[config.mk]
export PLATFORM = sky130hd
export DESIGN_NAME = txword_arbiter_flat
export DESIGN_NICKNAME = d
export VERILOG_FILES = /design/src/rtl/txword_arbiter_if.sv /design/src/rtl/txword_arbiter.sv /design/src/flat_wrapper.sv
export SDC_FILE = /design/constraint.sdc
export NUM_CORES = 1
export LEC_CHECK = 0
export ABC_AREA = 0
export CORE_UTILIZATION = 31
export CTS_CLUSTER_DIAMETER = 50
export CTS_CLUSTER_SIZE = 10
export DETAILED_ROUTE_END_ITERATION = 8
export PLACE_DENSITY = 0.69
export SYNTH_ARGS = -nofsm -noshare
export SYNTH_HDL_FRONTEND = slang
export SYNTH_SLANG_ARGS = --single-unit
[constraint.sdc]
create_clock -name i_clk -period 1.2 [get_ports i_clk]
set_input_delay 0.12 -clock i_clk [delete_from_list [all_inputs] [get_ports i_clk]]
set_output_delay 0.12 -clock i_clk [all_outputs]
set_load 0.005 [all_outputs]
[src/rtl/txword_arbiter_if.sv]
`default_nettype none
// ============================================================================
//  Module      : txword_arbiter_if
//  Description : Requester / transmitter bundle for txword_arbiter.
//                slave = arbiter view, master = environment view.
//  Revision    : 1.0  initial release
// ============================================================================
interface txword_arbiter_if #(
   parameter int NREQ = 2,
   parameter int DW   = 32,
   parameter int GW   = (NREQ > 1) ? $clog2(NREQ) : 1
);
   logic [NREQ-1:0]    i_req;
   logic [NREQ*DW-1:0] i_data;
   logic [NREQ-1:0]    o_ack;
   logic               o_stb;
   logic [DW-1:0]      o_data;
   logic               i_busy;
   logic [GW-1:0]      o_grant;
   logic               o_active;

   modport slave (
      input  i_req, i_data, i_busy,
      output o_ack, o_stb, o_data, o_grant, o_active
   );

   modport master (
      output i_req, i_data, i_busy,
      input  o_ack, o_stb, o_data, o_grant, o_active
   );
endinterface
`default_nettype wire

[src/rtl/txword_arbiter.sv]
`default_nettype none
// ============================================================================
//  Module      : txword_arbiter
//  Description : Round-robin arbiter sharing one serial word transmitter
//                between NREQ requesters, with optional inter-word gap.
//  Revision    : 1.0  initial release
// ============================================================================
module txword_arbiter #(
   parameter int NREQ       = 2,
   parameter int DW         = 32,
   parameter int GAP_CYCLES = 0
) (
   input  wire logic         i_clk,
   input  wire logic         i_reset,
   txword_arbiter_if.slave   bus
);
   localparam int GW = (NREQ > 1) ? $clog2(NREQ) : 1;
   localparam int CW = (GAP_CYCLES > 0) ? $clog2(GAP_CYCLES + 1) : 1;

   localparam logic [1:0] S_IDLE  = 2'd0;
   localparam logic [1:0] S_SEND  = 2'd1;
   localparam logic [1:0] S_DRAIN = 2'd2;
   localparam logic [1:0] S_GAP   = 2'd3;

   logic [1:0]      state_q,       state_d;
   logic [GW-1:0]   ptr_q,         ptr_d;
   logic [GW-1:0]   grant_q,       grant_d;
   logic [DW-1:0]   data_q,        data_d;
   logic            stb_q,         stb_d;
   logic [NREQ-1:0] ack_q,         ack_d;
   logic [CW-1:0]   gap_cnt_q,     gap_cnt_d;
   logic            drain_first_q, drain_first_d;

   logic            w_pick_valid;
   logic [GW-1:0]   w_pick_idx;
   logic [DW-1:0]   w_pick_data;
   int              w_idx;

   // Round-robin pick: first requester at or after ptr, wrapping at NREQ.
   always_comb begin
      w_pick_valid = 1'b0;
      w_pick_idx   = '0;
      w_pick_data  = '0;
      w_idx        = 0;
      for (int i = 0; i < NREQ; i++) begin
         w_idx = int'(ptr_q) + i;
         if (w_idx >= NREQ) w_idx = w_idx - NREQ;
         if (!w_pick_valid && bus.i_req[w_idx]) begin
            w_pick_valid = 1'b1;
            w_pick_idx   = GW'(w_idx);
            w_pick_data  = bus.i_data[w_idx*DW +: DW];
         end
      end
   end

   // State register; reset overrides everything, including a pending ack.
   always_ff @(posedge i_clk) begin
      if (i_reset) begin
         state_q       <= S_IDLE;
         ptr_q         <= '0;
         grant_q       <= '0;
         data_q        <= '0;
         stb_q         <= 1'b0;
         ack_q         <= '0;
         gap_cnt_q     <= '0;
         drain_first_q <= 1'b0;
      end else begin
         state_q       <= state_d;
         ptr_q         <= ptr_d;
         grant_q       <= grant_d;
         data_q        <= data_d;
         stb_q         <= stb_d;
         ack_q         <= ack_d;
         gap_cnt_q     <= gap_cnt_d;
         drain_first_q <= drain_first_d;
      end
   end

   // Next-state logic: latch word in IDLE, hold in SEND until accepted,
   // wait out transmitter busy in DRAIN, then optional idle gap.
   always_comb begin
      state_d       = state_q;
      ptr_d         = ptr_q;
      grant_d       = grant_q;
      data_d        = data_q;
      stb_d         = stb_q;
      ack_d         = '0;
      gap_cnt_d     = gap_cnt_q;
      drain_first_d = drain_first_q;
      case (state_q)
         S_IDLE: begin
            if (w_pick_valid) begin
               state_d = S_SEND;
               stb_d   = 1'b1;
               grant_d = w_pick_idx;
               data_d  = w_pick_data;
            end
         end
         S_SEND: begin
            if (!bus.i_busy) begin
               state_d       = S_DRAIN;
               stb_d         = 1'b0;
               ack_d         = NREQ'(1) << grant_q;
               drain_first_d = 1'b1;
               if (int'(grant_q) == NREQ - 1) ptr_d = '0;
               else                           ptr_d = grant_q + 1'b1;
            end
         end
         S_DRAIN: begin
            // First DRAIN cycle ignores busy: the transmitter only raises
            // it the cycle after the accept.
            drain_first_d = 1'b0;
            if (!drain_first_q && !bus.i_busy) begin
               if (GAP_CYCLES > 0) begin
                  state_d   = S_GAP;
                  gap_cnt_d = CW'(GAP_CYCLES);
               end else begin
                  state_d   = S_IDLE;
               end
            end
         end
         S_GAP: begin
            gap_cnt_d = gap_cnt_q - 1'b1;
            if (gap_cnt_q <= CW'(1)) state_d = S_IDLE;
         end
         default: state_d = S_IDLE;
      endcase
   end

   // Outputs come straight from registers, so there are no glitches.
   always_comb begin
      bus.o_stb    = stb_q;
      bus.o_data   = data_q;
      bus.o_grant  = grant_q;
      bus.o_ack    = ack_q;
      bus.o_active = (state_q != S_IDLE);
   end
endmodule
`default_nettype wire
[src/flat_wrapper.sv]
// flat-port wrapper written by rule: the top's interface ports become plain ports
module txword_arbiter_flat 
#(
   parameter int NREQ       = 2,
   parameter int DW         = 32,
   parameter int GAP_CYCLES = 0
)
  (i_clk, i_reset, bus_i_req, bus_i_data, bus_i_busy, bus_o_ack, bus_o_stb, bus_o_data, bus_o_grant, bus_o_active);
  txword_arbiter_if #(.NREQ(NREQ), .DW(DW)) bus_i ();
  input  wire logic i_clk;
  input  wire logic i_reset;
  input wire logic [$bits(bus_i.i_req)-1:0] bus_i_req;
  input wire logic [$bits(bus_i.i_data)-1:0] bus_i_data;
  input wire logic [$bits(bus_i.i_busy)-1:0] bus_i_busy;
  output wire logic [$bits(bus_i.o_ack)-1:0] bus_o_ack;
  output wire logic [$bits(bus_i.o_stb)-1:0] bus_o_stb;
  output wire logic [$bits(bus_i.o_data)-1:0] bus_o_data;
  output wire logic [$bits(bus_i.o_grant)-1:0] bus_o_grant;
  output wire logic [$bits(bus_i.o_active)-1:0] bus_o_active;
  assign bus_i.i_req = bus_i_req;
  assign bus_i.i_data = bus_i_data;
  assign bus_i.i_busy = bus_i_busy;
  assign bus_o_ack = bus_i.o_ack;
  assign bus_o_stb = bus_i.o_stb;
  assign bus_o_data = bus_i.o_data;
  assign bus_o_grant = bus_i.o_grant;
  assign bus_o_active = bus_i.o_active;
  txword_arbiter #(.NREQ(NREQ), .DW(DW), .GAP_CYCLES(GAP_CYCLES)) u_core (.i_clk(i_clk), .i_reset(i_reset), .bus(bus_i));
endmodule
==> impl_metrics.ini <==
[outcome]
outcome = finished, final reports clean

[routing]
route.met2.wl_um = 3000
drtIter0Drc = 62
highest_layer = met4
route.detailed.drc = 0
dr_total_vias = 1984
wl_met1_um = 2598
via_per_inst = 5.319
met3RoutedLength_um = 457
wl_um = 6067
wl_per_cell_um = 16.27
antenna_left = 0
first_pass_iters = 4

[finish]
nets = 366
multi_input_area_um2 = 1064
drive_gt1_frac = 0.2785
n_antenna_cell = 0
regArea_um2 = 822.0
area_delta_synth_final_pct = 69.97
fill_cells = 563

[clock_network]
root_buffer = clkbuf_8
cts_sinks = 40
worst_skew_pair.late_latency_ps = 280
clockBufferDepth = 2
clkSlewWorstSetupHoldPaths_ps = 80
cts_max_level = 2
cts_hold_buf = 0
numCtsBuffers = 5
cts_tree = built

[pwr]
power_frac_comb = 0.331
p_sw_mw = 1.074
power_frac_seq = 0.423
ir_drop_mv = 0.4921
power.density_nw_per_um2 = 1122
pwr-share-clk = 0.246
p_int_mw = 2.630
p_leak_nw = 1.291
swShare = 0.2900

[logic_synthesis]
synth_area_um2 = 1942
synth_nets = 261
ys_top_cells_by_area = dfxtp_1 (41%), a211oi_2 (19%), a32oi_1 (14%), a21oi_1 (9.8%), buf_2 (2.6%)
synth.most_common_cell = dfxtp_1
ys_warn_count = 0
syn_avg_cell_area_um2 = 10.11
synth_top_area_frac = 0.4124
ys.flop_type = dfxtp_1
yosys.area.top_type = dfxtp_1
ys_types = 26
async_reset_ff_frac = 0
syn_inst = 192
synth_edf_count = 0
synthTopCellsByCount = dfxtp_1 (40), a21oi_1 (38), a211oi_2 (30), a32oi_1 (30), clkbuf_1 (12)
ys_seq_area_frac = 0.4124
ys_ff_latch = 40

[setup_path]
crit_required_ps = 1410
path_buf_inv = 1
cp_slowest_cell = dfxtp_4
cp.depth = 4
worstSetupPathType = reg2reg
cp_cell_sequence = nand2b_4, buf_12, a32o_2, a211oi_2
start_kind = register
r2r_cells = 4
critPathTopFamily = compound AO/OA/AOI/OAI gates
cpPeakStageDelay_ps = 360
cp_max_fo = 17
cp_data_arrival_time_ps = 1410
end_kind = register

[placement]
place_ws_ps = -418.5
gp_congestion = 0.6778
dp_hpwl_um = 4106
port-buffer-count = 105

[hold_path]
hold_depth = 2
hold_class = in2reg

[timing]
fin_ws_ps = 0.9011
hold_ws_ps = 162.6
setup_violations = 0
slew_headroom = 0.8211
finalMaxSlewViolations = 0
rsz0062_at_grt = yes
finalHoldViolCount = 0
period_share = 0.9992
tightestPinTransition_ps = 268.3
finalClockSkew_ps = 3.365
finalSetupTns_ps = 0
fmax_mhz = 834.0
layout_min_cycle_time_ps = 1199

[floorplanning]
fp.coreArea_um2 = 5991
row_count = 28
die_h_um = 81.15
dieWidth_um = 81.15
die_area_um2 = 6585
io_pins = 106
start_util = 0.3241

[global_routing]
grt_pass1_wl_um = 9280
track_usage = 0.1817
grt_max_degree = 34
antenna_found_initial = 0
grt_remaining_overflow = 0
grt_pass1_vias = 1975

[job]
max_cap_violations = 0
## kinds of logic after synthesis
kind of cell           count (synthesis)  share of synthesized area
AOI/OAI and AO/OA                    105                     0.4581
and+or+nand+nor                       15                    0.04575
buffers and inverters                 32                    0.08376
DFF                                   40                     0.4124
## cell type report
| class | instances | area share |
|---|---|---|
| Multi-Input combinational cell | 123 | 0.3222 |
| Clock buffer | 8 | 0.02729 |
| Inverter | 5 | 0.005686 |
| Timing Repair Buffer | 122 | 0.3673 |
| Tap cell | 75 | 0.02843 |
| Sequential cell | 40 | 0.2491 |
## through the flow
stage,std cells,total power [mW],utilization,cell area [um2]
floorplan,192,2.171,-,1942
global placement,360,2.787,0.5146,3083
detailed placement,360,2.806,0.5146,3083
CTS,371,3.690,0.5376,3221
global route,373,3.905,0.5510,3301
finish,373,3.704,0.5510,3301
## state kept, by name, indices dropped and copies added (netlist names)
name and count:
u_core.bus.o_data 32, u_core.bus.o_ack 2, u_core.state_q 2, u_core.bus.o_grant 1, u_core.bus.o_stb 1, u_core.drain_first_q 1, u_core.ptr_q 1
## path summary, 6_finish.rpt
path	from	endpoint	slack, ps
min	i_reset	u_core.bus.o_data[30]$_SDFFE_PP0P_	160
max reg2reg	u_core.ptr_q$_SDFFE_PP0P_	u_core.bus.o_data[30]$_SDFFE_PP0P_	0.9
min reg2reg	u_core.drain_first_q$_SDFFE_PP0P_	u_core.drain_first_q$_SDFFE_PP0P_	480
max	u_core.ptr_q$_SDFFE_PP0P_	u_core.bus.o_data[30]$_SDFFE_PP0P_	0.9
## power groups by stage
stage / combinational [mW] / sequential (mW) / clock, mW
after detailed placement: 1.22 / 1.59 / 0
final: 1.23 / 1.57 / 0.911
after global placement: 1.20 / 1.59 / 0
after global routing: 1.33 / 1.59 / 0.993
after CTS: 1.18 / 1.57 / 0.945
after floorplan: 0.579 / 1.59 / 0
## worst reg2reg max path, delay by kind of cell, from the launching register on
kind / cells / cell delay, ps
AOI/OAI and AO/OA: 2 / 450
DFF: 1 / 360
and+or+nand+nor: 1 / 160
buffers and inverters: 1 / 160
## per-layer routing
| metal | vias up | GRT usage |
|---|---|---|
| met5 | - | 0 |
| li1 | 967 | - |
| met2 | 71 | 0.3387 |
| met4 | 0 | 0.03750 |
| met1 | 944 | 0.2086 |
| met3 | 2 | 0.04270 |
## placed cells by master (no fill, tap or decap)
cell type        count
clkdlybuf4s50_1     65
a21oi_1             38
dlygate4sd2_1       38
a211oi_2            32
a32oi_1             27
dfxtp_1             27
dfxtp_2             11
buf_4                8
clkbuf_8             6
buf_12               6
inv_1                5
nand2_1              3
a32oi_2              3
buf_6                3
and2_4               2
clkbuf_1             2
and2_2               2
dfxtp_4              2
nor2_4               1
nand2b_4             1
a21boi_4             1
a32o_1               1
or2_4                1
nand3b_1             1
a32o_2               1
or3b_4               1
nor3_1               1
nand3_1              1
a21bo_2              1
or2_0                1
nor2b_1              1
o21ai_0              1
nand2b_1             1
nor3b_1              1
buf_2                1
clkdlybuf4s15_1      1
## what timing repair did
action | in CTS | in global routing
setup buffers | 2 | 0
pin swaps | 3 | 4
endpoints found under the setup margin | 74 | 36
gates cloned | 1 | 2
resized for setup | 66 | 15
Power figures use the tool's default switching activity.
